### src/rtl/axi_rd_arbiter_if.sv
// Bus bundles for axi_rd_arbiter: the requester-side port (rd_req_if) and
// the AXI4 read master port (axi_rd_if). The arbiter is slave on rd_req_if and master on axi_rd_if.
interface rd_req_if #(
  parameter int NUM_REQ  = 2,
  parameter int DATA_LEN = 32
);
  logic [NUM_REQ-1:0]    req_valid;
  logic [NUM_REQ-1:0]    req_ready;
  logic [NUM_REQ*32-1:0] req_addr;
  logic [NUM_REQ*8-1:0]  req_len;
  logic [NUM_REQ-1:0]    rsp_valid;
  logic [NUM_REQ-1:0]    rsp_ready;
  logic [DATA_LEN-1:0]   rsp_data;
  logic                  rsp_last;
  logic [1:0]            rsp_resp;

  modport master (
    output req_valid, req_addr, req_len, rsp_ready,
    input  req_ready, rsp_valid, rsp_data, rsp_last, rsp_resp
  );
  modport slave (
    input  req_valid, req_addr, req_len, rsp_ready,
    output req_ready, rsp_valid, rsp_data, rsp_last, rsp_resp
  );
endinterface

interface axi_rd_if #(
  parameter int NUM_ID   = 4,
  parameter int DATA_LEN = 32
);
  logic                ARVALID;
  logic                ARREADY;
  logic [31:0]         ARADDR;
  logic [7:0]          ARLEN;
  logic [2:0]          ARSIZE;
  logic [1:0]          ARBURST;
  logic [NUM_ID-1:0]   ARID;
  logic                RVALID;
  logic                RREADY;
  logic [DATA_LEN-1:0] RDATA;
  logic [1:0]          RRESP;
  logic [NUM_ID-1:0]   RID;
  logic                RLAST;

  modport master (
    output ARVALID, ARADDR, ARLEN, ARSIZE, ARBURST, ARID, RREADY,
    input  ARREADY, RVALID, RDATA, RRESP, RID, RLAST
  );
  modport slave (
    input  ARVALID, ARADDR, ARLEN, ARSIZE, ARBURST, ARID, RREADY,
    output ARREADY, RVALID, RDATA, RRESP, RID, RLAST
  );
endinterface

### src/rtl/axi_rd_arbiter.sv
// Round-robin arbiter sharing one AXI4 read port among NUM_REQ requesters, one burst in flight.
// Define AXI_RD_ARB_CHECK_EN to build the sticky R-channel protocol checker driving err.
module axi_rd_arbiter #(
  parameter int NUM_REQ  = 2,
  parameter int NUM_ID   = 4,
  parameter int DATA_LEN = 32
) (
  input  logic      ACLK,
  input  logic      ARESETn,
  rd_req_if.slave   req,
  axi_rd_if.master  axi,
  output logic      err
);
  localparam int GW = (NUM_REQ > 1) ? $clog2(NUM_REQ) : 1;

  typedef enum logic [1:0] {
    IDLE = 2'd0,
    ADDR = 2'd1,
    DATA = 2'd2
  } state_t;

  state_t               state_r, state_s;
  logic [GW-1:0]        grant_r, last_grant_r, pick_s, idx_s;
  logic                 pick_vld_s, grant_now_s, ar_hs_s, in_data_s, rd_beat_s;
  logic [NUM_REQ-1:0]   req_ready_r;
  logic                 arvalid_r;
  logic [31:0]          araddr_r, addr_s;
  logic [7:0]           arlen_r, len_s;
  logic [8:0]           beat_r;

  function automatic logic [NUM_REQ-1:0] onehot(input logic [GW-1:0] idx);
    onehot      = {NUM_REQ{1'b0}};
    onehot[idx] = 1'b1;
  endfunction

  // Round-robin pick: first valid requester after last_grant, wrapping; smallest offset wins
  always_comb begin
    pick_s     = last_grant_r;
    pick_vld_s = 1'b0;
    idx_s      = {GW{1'b0}};
    for (int k = NUM_REQ; k >= 1; k--) begin
      idx_s      = GW'((int'(last_grant_r) + k) % NUM_REQ);
      pick_vld_s = pick_vld_s | req.req_valid[idx_s];
      pick_s     = req.req_valid[idx_s] ? idx_s : pick_s;
    end
  end

  // Select address and length of the picked requester
  always_comb begin
    addr_s = 32'h0000_0000;
    len_s  = 8'h00;
    for (int i = 0; i < NUM_REQ; i++) begin
      addr_s = (pick_s == GW'(i)) ? req.req_addr[32*i +: 32] : addr_s;
      len_s  = (pick_s == GW'(i)) ? req.req_len[8*i +: 8]   : len_s;
    end
  end

  assign grant_now_s = (state_r == IDLE) && pick_vld_s;
  assign ar_hs_s     = arvalid_r && axi.ARREADY;
  assign in_data_s   = (state_r == DATA);
  assign rd_beat_s   = in_data_s && axi.RVALID && axi.RREADY;

  // Next-state logic
  always_comb begin
    state_s = state_r;
    case (state_r)
      IDLE:    state_s = pick_vld_s ? ADDR : IDLE;
      ADDR:    state_s = ar_hs_s ? DATA : ADDR;
      DATA:    state_s = (rd_beat_s && axi.RLAST) ? IDLE : DATA;
      default: state_s = IDLE;
    endcase
  end

  // State, grant, latched AR fields and beat counter
  always_ff @(posedge ACLK or negedge ARESETn) begin
    if (!ARESETn) begin
      state_r      <= IDLE;
      arvalid_r    <= 1'b0;
      araddr_r     <= 32'h0000_0000;
      arlen_r      <= 8'h00;
      grant_r      <= {GW{1'b0}};
      last_grant_r <= GW'(NUM_REQ - 1);
      req_ready_r  <= {NUM_REQ{1'b0}};
      beat_r       <= 9'd0;
    end else begin
      state_r     <= state_s;
      arvalid_r   <= (state_s == ADDR);
      req_ready_r <= grant_now_s ? onehot(pick_s) : {NUM_REQ{1'b0}};
      if (grant_now_s) begin
        grant_r  <= pick_s;
        araddr_r <= addr_s;
        arlen_r  <= len_s;
      end
      if (ar_hs_s) begin
        beat_r <= 9'd0;
      end else if (rd_beat_s) begin
        beat_r <= beat_r + 9'd1;
      end
      if (rd_beat_s && axi.RLAST) begin
        last_grant_r <= grant_r;
      end
    end
  end

  assign req.req_ready = req_ready_r;
  assign axi.ARVALID   = arvalid_r;
  assign axi.ARADDR    = araddr_r;
  assign axi.ARLEN     = arlen_r;
  assign axi.ARID      = NUM_ID'(grant_r);
  assign axi.ARSIZE    = 3'($clog2(DATA_LEN / 8));
  assign axi.ARBURST   = 2'b01;

  // R channel is a zero-latency pass-through, gated off outside DATA so stray beats are dropped
  assign axi.RREADY    = in_data_s && req.rsp_ready[grant_r];
  assign req.rsp_valid = (in_data_s && axi.RVALID) ? onehot(grant_r) : {NUM_REQ{1'b0}};
  assign req.rsp_data  = axi.RDATA;
  assign req.rsp_last  = in_data_s && axi.RLAST;
  assign req.rsp_resp  = in_data_s ? axi.RRESP : 2'b00;

`ifdef AXI_RD_ARB_CHECK_EN
  logic err_r;

  // RLAST must coincide exactly with the beat whose count equals ARLEN, and RID must match ARID
  function automatic logic beat_bad(input logic [NUM_ID-1:0] rid, input logic [NUM_ID-1:0] arid,
                                    input logic last, input logic [8:0] cnt, input logic [7:0] len);
    beat_bad = (rid != arid) || (last != (cnt == {1'b0, len}));
  endfunction

  // Sticky protocol error flag
  always_ff @(posedge ACLK or negedge ARESETn) begin
    if (!ARESETn) begin
      err_r <= 1'b0;
    end else if (rd_beat_s && beat_bad(axi.RID, axi.ARID, axi.RLAST, beat_r, arlen_r)) begin
      err_r <= 1'b1;
    end
  end

  assign err = err_r;
`else
  logic unused_s;
  assign unused_s = ^{axi.RID, beat_r};
  assign err      = 1'b0;
`endif

endmodule
### src/flat_wrapper.sv
// flat-port wrapper written by rule: the top's interface ports become plain ports
module axi_rd_arbiter_flat 
#(
  parameter int NUM_REQ  = 2,
  parameter int NUM_ID   = 4,
  parameter int DATA_LEN = 32
)
  (ACLK, ARESETn, err, req_req_valid, req_req_addr, req_req_len, req_rsp_ready, req_req_ready, req_rsp_valid, req_rsp_data, req_rsp_last, req_rsp_resp, axi_ARVALID, axi_ARADDR, axi_ARLEN, axi_ARSIZE, axi_ARBURST, axi_ARID, axi_RREADY, axi_ARREADY, axi_RVALID, axi_RDATA, axi_RRESP, axi_RID, axi_RLAST);
  rd_req_if #(.NUM_REQ(NUM_REQ), .DATA_LEN(DATA_LEN)) req_i ();
  axi_rd_if #(.NUM_ID(NUM_ID), .DATA_LEN(DATA_LEN)) axi_i ();
  input  logic ACLK;
  input  logic ARESETn;
  output logic err;
  input wire logic [$bits(req_i.req_valid)-1:0] req_req_valid;
  input wire logic [$bits(req_i.req_addr)-1:0] req_req_addr;
  input wire logic [$bits(req_i.req_len)-1:0] req_req_len;
  input wire logic [$bits(req_i.rsp_ready)-1:0] req_rsp_ready;
  output wire logic [$bits(req_i.req_ready)-1:0] req_req_ready;
  output wire logic [$bits(req_i.rsp_valid)-1:0] req_rsp_valid;
  output wire logic [$bits(req_i.rsp_data)-1:0] req_rsp_data;
  output wire logic [$bits(req_i.rsp_last)-1:0] req_rsp_last;
  output wire logic [$bits(req_i.rsp_resp)-1:0] req_rsp_resp;
  output wire logic [$bits(axi_i.ARVALID)-1:0] axi_ARVALID;
  output wire logic [$bits(axi_i.ARADDR)-1:0] axi_ARADDR;
  output wire logic [$bits(axi_i.ARLEN)-1:0] axi_ARLEN;
  output wire logic [$bits(axi_i.ARSIZE)-1:0] axi_ARSIZE;
  output wire logic [$bits(axi_i.ARBURST)-1:0] axi_ARBURST;
  output wire logic [$bits(axi_i.ARID)-1:0] axi_ARID;
  output wire logic [$bits(axi_i.RREADY)-1:0] axi_RREADY;
  input wire logic [$bits(axi_i.ARREADY)-1:0] axi_ARREADY;
  input wire logic [$bits(axi_i.RVALID)-1:0] axi_RVALID;
  input wire logic [$bits(axi_i.RDATA)-1:0] axi_RDATA;
  input wire logic [$bits(axi_i.RRESP)-1:0] axi_RRESP;
  input wire logic [$bits(axi_i.RID)-1:0] axi_RID;
  input wire logic [$bits(axi_i.RLAST)-1:0] axi_RLAST;
  assign req_i.req_valid = req_req_valid;
  assign req_i.req_addr = req_req_addr;
  assign req_i.req_len = req_req_len;
  assign req_i.rsp_ready = req_rsp_ready;
  assign req_req_ready = req_i.req_ready;
  assign req_rsp_valid = req_i.rsp_valid;
  assign req_rsp_data = req_i.rsp_data;
  assign req_rsp_last = req_i.rsp_last;
  assign req_rsp_resp = req_i.rsp_resp;
  assign axi_ARVALID = axi_i.ARVALID;
  assign axi_ARADDR = axi_i.ARADDR;
  assign axi_ARLEN = axi_i.ARLEN;
  assign axi_ARSIZE = axi_i.ARSIZE;
  assign axi_ARBURST = axi_i.ARBURST;
  assign axi_ARID = axi_i.ARID;
  assign axi_RREADY = axi_i.RREADY;
  assign axi_i.ARREADY = axi_ARREADY;
  assign axi_i.RVALID = axi_RVALID;
  assign axi_i.RDATA = axi_RDATA;
  assign axi_i.RRESP = axi_RRESP;
  assign axi_i.RID = axi_RID;
  assign axi_i.RLAST = axi_RLAST;
  axi_rd_arbiter #(.NUM_REQ(NUM_REQ), .NUM_ID(NUM_ID), .DATA_LEN(DATA_LEN)) u_core (.ACLK(ACLK), .ARESETn(ARESETn), .req(req_i), .axi(axi_i), .err(err));
endmodule
### config.mk
export PLATFORM = sky130hd
export DESIGN_NAME = axi_rd_arbiter_flat
export DESIGN_NICKNAME = d
export VERILOG_FILES = /design/src/rtl/axi_rd_arbiter_if.sv /design/src/rtl/axi_rd_arbiter.sv /design/src/flat_wrapper.sv
export SDC_FILE = /design/constraint.sdc
export NUM_CORES = 1
export LEC_CHECK = 0
export BUFFER_PORTS_ARGS = -buffer_cell sky130_fd_sc_hd__buf_2
export CAP_MARGIN = 20
export CORE_ASPECT_RATIO = 0.9
export CORE_MARGIN = 2
export CORE_UTILIZATION = 38
export DETAILED_ROUTE_END_ITERATION = 12
export PLACE_DENSITY = 0.81
export SKIP_LAST_GASP = 1
export SLEW_MARGIN = 15
export SYNTH_ARGS = -nofsm -noshare
export SYNTH_HDL_FRONTEND = slang
export SYNTH_SLANG_ARGS = --single-unit
### constraint.sdc
create_clock -name ACLK -period 1.65 [get_ports ACLK]
set_input_delay 0.2475 -clock ACLK [delete_from_list [all_inputs] [get_ports ACLK]]
set_output_delay 0.2475 -clock ACLK [all_outputs]
set_load 0.05 [all_outputs]
==> results.yml, run 1 <==
status:
  outcome: "finished, final reports clean"
finish:
  multiInputGateArea_um2: 924.6
  area_delta_synth_final_pct: 27.57
  nFillCells: 565
  fin_nets: 449
  drive_gt1_share_pct: 52.01
  final_cell_mix: "buf_2, dfrtp_1, o21a_1, a221o_1, conb_1"
  finalNonFillerCells: 410
  final_common_cell: "buf_2"
  antenna_cells: 0
  seq_area_mm2: 0.001179
floorplanning:
  initial_core_util_pct: 40.08
  die-area_mm2: 0.007220
  core_area_mm2: 0.006216
  fp-row-count: 27
  die_y_um: 80.81
  num_io_pins: 218
  fp.dieW_um: 89.35
setup_path:
  cp-end-kind: "register"
  crit_arrival_ns: 1.78
  reg2reg_slack_ns: 0.05
  path_class: "reg2reg"
  required_ns: 1.83
  cp-start-kind: "register"
  crit_fanout: 21
cts:
  cts_tree: "yes"
  clock_latency_ns: 0.30
  clock_sinks: 47
  clock-root-buffer: "clkbuf_8"
  numCtsBuffers: 5
  cts_max_path_buffers: 2
  h-tree-depth: 2
  cts_setup_buffers: 0
  clk_pin_slew_ns: 0.09
detailed_routing:
  totalWireLength_mm: 6.612
  dr.pass1.iters: 4
  wl_per_cell_um: 16.13
  drc: 0
  ant_nets: 0
  viasPerCell: 5.190
  num_vias: 2128
  drt_iter0_markers: 100
placement:
  dp_slack_ns: 0.09630
  place_inst: 401
  hpwl_mm: 4.854
  place.gp.congestion: 0.8046
  portBuffers: 140
global_routing:
  grt_pass1_vias: 2001
  grt-ovfl-total: 0
  grt_max_degree: 42
  grt_pass1_wl_mm: 9.515
  grt_usage_pct: 17.33
  antenna_found_initial: 0
synthesis:
  seq_area_frac_synth_pct: 47.26
  synth-seq-cells: 47
  synth.distinct_cells: 25
  syn_avg_cell_area_um2: 11.48
  synth_warnings: 0
  synth_area_mm2: 0.002491
  synth_cells: 217
min_path:
  min_path_type: "in2reg"
flow_run:
  cap_violations: 0
sta:
  fin_setup_tns_ns: 0
  hold_viol_final: 0
  setup_violations: 0
  min_period_ns: 1.600
  fin_crit_sh_pct: 96.96
  rsz0062_at_grt: "true"
  worst_slack_ns: 0.05024
  clock_skew_ns: 0.004240
  maxSlewViolCount: 0
  fmax_mhz: 625.1
power_and_ir_drop:
  peakVddDrop_v: 0.001003
  power_density_mw_per_mm2: 2359
  p_leak_nw: 1.625
## cells in the mapped netlist, drive strengths merged
cell type	n	area (um^2)
dfstp	1	26.28
or2	1	6.260
and3	1	6.260
a221o	40	400.4
and2	3	18.77
nor2b	1	6.260
o211a	1	10.01
nor3	1	5.000
nand2b	1	6.260
buf	52	396.6
clkbuf	8	30.03
mux2	1	11.26
o21ba	1	10.01
a211oi	1	20.02
mux2i	1	10.01
o21ai	2	10.01
conb	2	7.510
inv	2	7.510
nor2	5	18.77
o21a	40	300.3
a31o	2	17.52
dfrtp	46	1151
nand2	4	15.01
## final timing paths
check / from / end / cells past startpoint
setup / recovery: u_core.state_r[0] / u_core.axi.ARADDR[24] / 4
setup reg to reg: u_core.state_r[0] / u_core.axi.ARADDR[24] / 4
max in group asynchronous: ARESETn / u_core.req.req_ready[0] / 3
hold reg to reg: u_core.axi.ARADDR[4] / u_core.axi.ARADDR[4] / 2
hold / removal: req_req_len[3] / u_core.axi.ARLEN[3] / 2
min in group asynchronous: ARESETn / u_core.axi.ARADDR[16] / 2
## critical path, cell delays in order, from the launching register on
cell	delay [ns]
dfrtp_1	0.45
or2_1	0.31
buf_4	0.24
o21a_1	0.21
a221o_1	0.26
## sequential cells by signal (all words and copies together) (netlist names)
name,cells
u_core.grant_r,1
u_core.axi.ARLEN,8
u_core.req.req_ready,2
u_core.state_r,2
u_core.last_grant_r,1
u_core.axi.ARVALID,1
u_core.axi.ARADDR,32
## cells by family (layout without fill, tap and decap cells)
logic type             Yosys count  after routing  share of synthesized area, %
and+or+nand+nor                 17             17                         3.315
muxes                            2              2                        0.8538
AOI/OAI and AO/OA               87             87                         30.84
other                            2              9                        0.3015
buffers and inverters           62            161                         17.43
DFF                             47             47                         47.26
## area by class of cell
cell class	instances	share of cell area [%]
sequential	47	37.09
multi-input combinational	115	29.09
timing repair buffer	151	26.46
tap	87	3.425
clock buffer	6	2.598
clock inverter	2	1.102
inverter	2	0.2362
## what timing repair did
| item | 4_1_cts | 5_1_grt |
|---|---|---|
| gates cloned | 0 | 0 |
| hold endpoints to repair | 13 | 0 |
| hold buffers | 1 | 0 |
| resized for setup | 1 | 6 |
| endpoints found under the setup margin | 5 | 6 |
| pin swaps | 0 | 0 |
## per-layer routing
layer,global-route usage (%),share of wire [%],vias up
met4,4.478,0.71,0
met1,20.21,41,1014
met3,5.081,8.6,5
met2,31.04,50,138
met5,0,0,-
li1,-,-,971
## per-stage QoR
stage	total power, mW	instance area, um^2	utilization [%]	hold WS [ns]
floorplan	5.784	2517	-	-0.04809
global placement	6.505	3033	48.79	0.1991
detailed placement	6.626	3033	48.79	0.1976
CTS	7.526	3163	50.89	0.1627
global route	7.876	3178	51.13	0.1607
finish	7.497	3178	51.13	0.1693
## report_power, final
group          total [mW]  switching, mW  internal [mW]
registers            2.04          0.323           1.72
clock network       0.873          0.383          0.490
logic                4.58           3.08           1.50
Note: power is estimated with default switching activity, not from simulation.
==> inputs of run 2 (changes only) <==
- RECOVER_POWER: unset -> 25
==> run 2 against run 1 <==
  * Clock power about the same
  * Sequential power hardly changed
  * Die area did not move
  * Maximum frequency is the same
  * Sequential share of layout area barely moved
  * Core utilization is essentially flat
  * Register-to-register slack about the same
  * Non-clock buffer count unchanged
  * Total power is essentially flat
  * Clock-buffer cell count did not move
  * Critical path type unchanged
  * Largest cell class unchanged
==> results.yml, run 2 (synthesis gave the netlist of run 1 again) <==
cts:
  clock_sinks: 47
  clk_pin_slew_ns: 0.09
  h-tree-depth: 2
  cts_tree: "yes"
  clock_latency_ns: 0.30
  clock-root-buffer: "clkbuf_8"
  cts_max_path_buffers: 2
  numCtsBuffers: 5
  cts_setup_buffers: 0
global_routing:
  antenna_found_initial: 0
  use_met3_pct: 5.081
  grt_usage_pct: 17.33
  grt_pass1_vias: 2001
  use_met2_pct: 31.04
  grt_max_degree: 42
  grt_use_met1_pct: 20.21
  grt_pass1_wl_mm: 9.515
  grt-ovfl-total: 0
  top_usage_layer: "met2"
sta:
  maxSlewViolCount: 0
  relSlewSlack_pct: 36.21
  whs_ns: 0.1693
  fmax_mhz: 625.1
  fin_crit_sh_pct: 96.96
  tightest_slew_ns: 0.9568
  rsz0062_at_grt: "true"
  min_period_ns: 1.600
  fin_setup_tns_ns: 0
  setup_violations: 0
  hold_viol_final: 0
  clock_skew_ns: 0.004240
power_and_ir_drop:
  peakVddDrop_v: 0.001003
  p_leak_nw: 1.623
  share_comb_of_total_power_pct: 61.1
  p_sw_share_pct: 50.56
  power.share.clock_pct: 11.6
  p_int_mw: 3.706
  p_sw_mw: 3.790
  power_frac_seq_pct: 27.2
  power_density_mw_per_mm2: 2360
setup_path:
  path_class: "reg2reg"
  r2r-end: "u_core.axi.ARADDR[24]"
  r2r-start: "u_core.state_r[0]"
  reg2reg_slack_ns: 0.05
  crit_fanout: 21
  reg2regPathDepth: 4
  cp-start-kind: "register"
  cp-end-kind: "register"
  required_ns: 1.83
  crit_arrival_ns: 1.78
min_path:
  min_from: "req_req_len[3]"
  min_path_type: "in2reg"
  hold_depth: 2
  hold_path_end: "u_core.axi.ARLEN[3]"
floorplanning:
  die_y_um: 80.81
  fp.dieW_um: 89.35
  fp-row-count: 27
  core_area_mm2: 0.006216
  num_io_pins: 218
  initial_core_util_pct: 40.08
  die-area_mm2: 0.007220
detailed_routing:
  drc: 0
  dr.pass1.iters: 4
  totalWireLength_mm: 6.613
  wl_per_cell_um: 16.13
  num_vias: 2130
  viasPerCell: 5.195
  ant_nets: 0
  drt_iter0_markers: 103
finish:
  fin_nets: 449
  stdcell_area_mm2: 0.003177
  drive_gt1_share_pct: 51.70
  final_common_cell: "buf_2"
  largest_reg_flops: 32
  nFillCells: 566
  area_delta_synth_final_pct: 27.52
  final_cell_mix: "buf_2, dfrtp_1, o21a_1, a221o_1, conb_1"
  antenna_cells: 0
placement:
  dpl_cell_area_mm2: 0.003033
  place.gp.congestion: 0.8046
  portBuffers: 140
  hpwl_mm: 4.854
status:
  outcome: "finished, final reports clean"
flow_run:
  cap_violations: 0
==> run 2: worst max-delay path by stage <==
stage,start,slack [ns],cells after the start,endpoint
detailed placement,u_core.state_r[0],0.1,4,u_core.axi.ARADDR[31]
finish,u_core.state_r[0],0.05,4,u_core.axi.ARADDR[24]
global placement,u_core.state_r[0],0.14,4,u_core.axi.ARADDR[27]
CTS,u_core.state_r[1],0.04,3,req_rsp_valid[1]
global route,u_core.state_r[0],-0.01,4,u_core.axi.ARADDR[27]
floorplan,u_core.state_r[0],0.06,3,req_rsp_valid[0]
==> run 2: layout make-up <==
cell class	instances	area, um^2	share of cell area, %
inverters	2	7.507	0.2363
clock inverters	2	35.03	1.103
repair buffers	151	839.6	26.43
multi-input cells	115	924.6	29.11
flip-flops and latches	47	1179	37.10
well taps	87	108.9	3.427
clock buffers	6	82.58	2.599
==> run 2: critical path, stage by stage (launching register included) <==
cell,delay (ns)
dfrtp_1,0.45
or2_1,0.31
buf_4,0.24
o21a_1,0.21
a221o_1,0.26
==> run 2: stage by stage <==
stage	instances	utilization, %	power (mW)	worst slack [ns]
global placement	401	48.79	6.505	0.1351
detailed placement	401	48.79	6.626	0.09630
floorplan	224	-	5.784	0.05823
CTS	410	50.89	7.526	0.03599
global route	410	51.11	7.876	-0.01133
finish	410	51.11	7.497	0.05024
==> run 2: timing repair <==
| action | 4_1_cts | 5_1_grt |
|---|---|---|
| hold buffers | 1 | 0 |
| resized for setup | 1 | 6 |
| setup endpoints to repair | 5 | 6 |
| hold endpoints to repair | 13 | 0 |
==> run 2: metal layers <==
| layer | wire [um] | vias up |
|---|---|---|
| met5 | 0 | - |
| met4 | 47 | 0 |
| met3 | 567 | 5 |
| met2 | 3281 | 138 |
| met1 | 2716 | 1016 |
| li1 | - | 971 |
==> run 2: power by group through the flow <==
| stage | Sequential [mW] | Combinational [mW] | Clock, mW |
|---|---|---|---|
| 3_3_place_gp | 2.02 | 4.49 | 0 |
| 5_1_grt | 2.11 | 4.82 | 0.949 |
| 3_5_place_dp | 2.04 | 4.58 | 0 |
| 6_report | 2.04 | 4.58 | 0.873 |
| 4_1_cts | 2.03 | 4.60 | 0.895 |
| 2_1_floorplan | 3.77 | 2.01 | 0 |
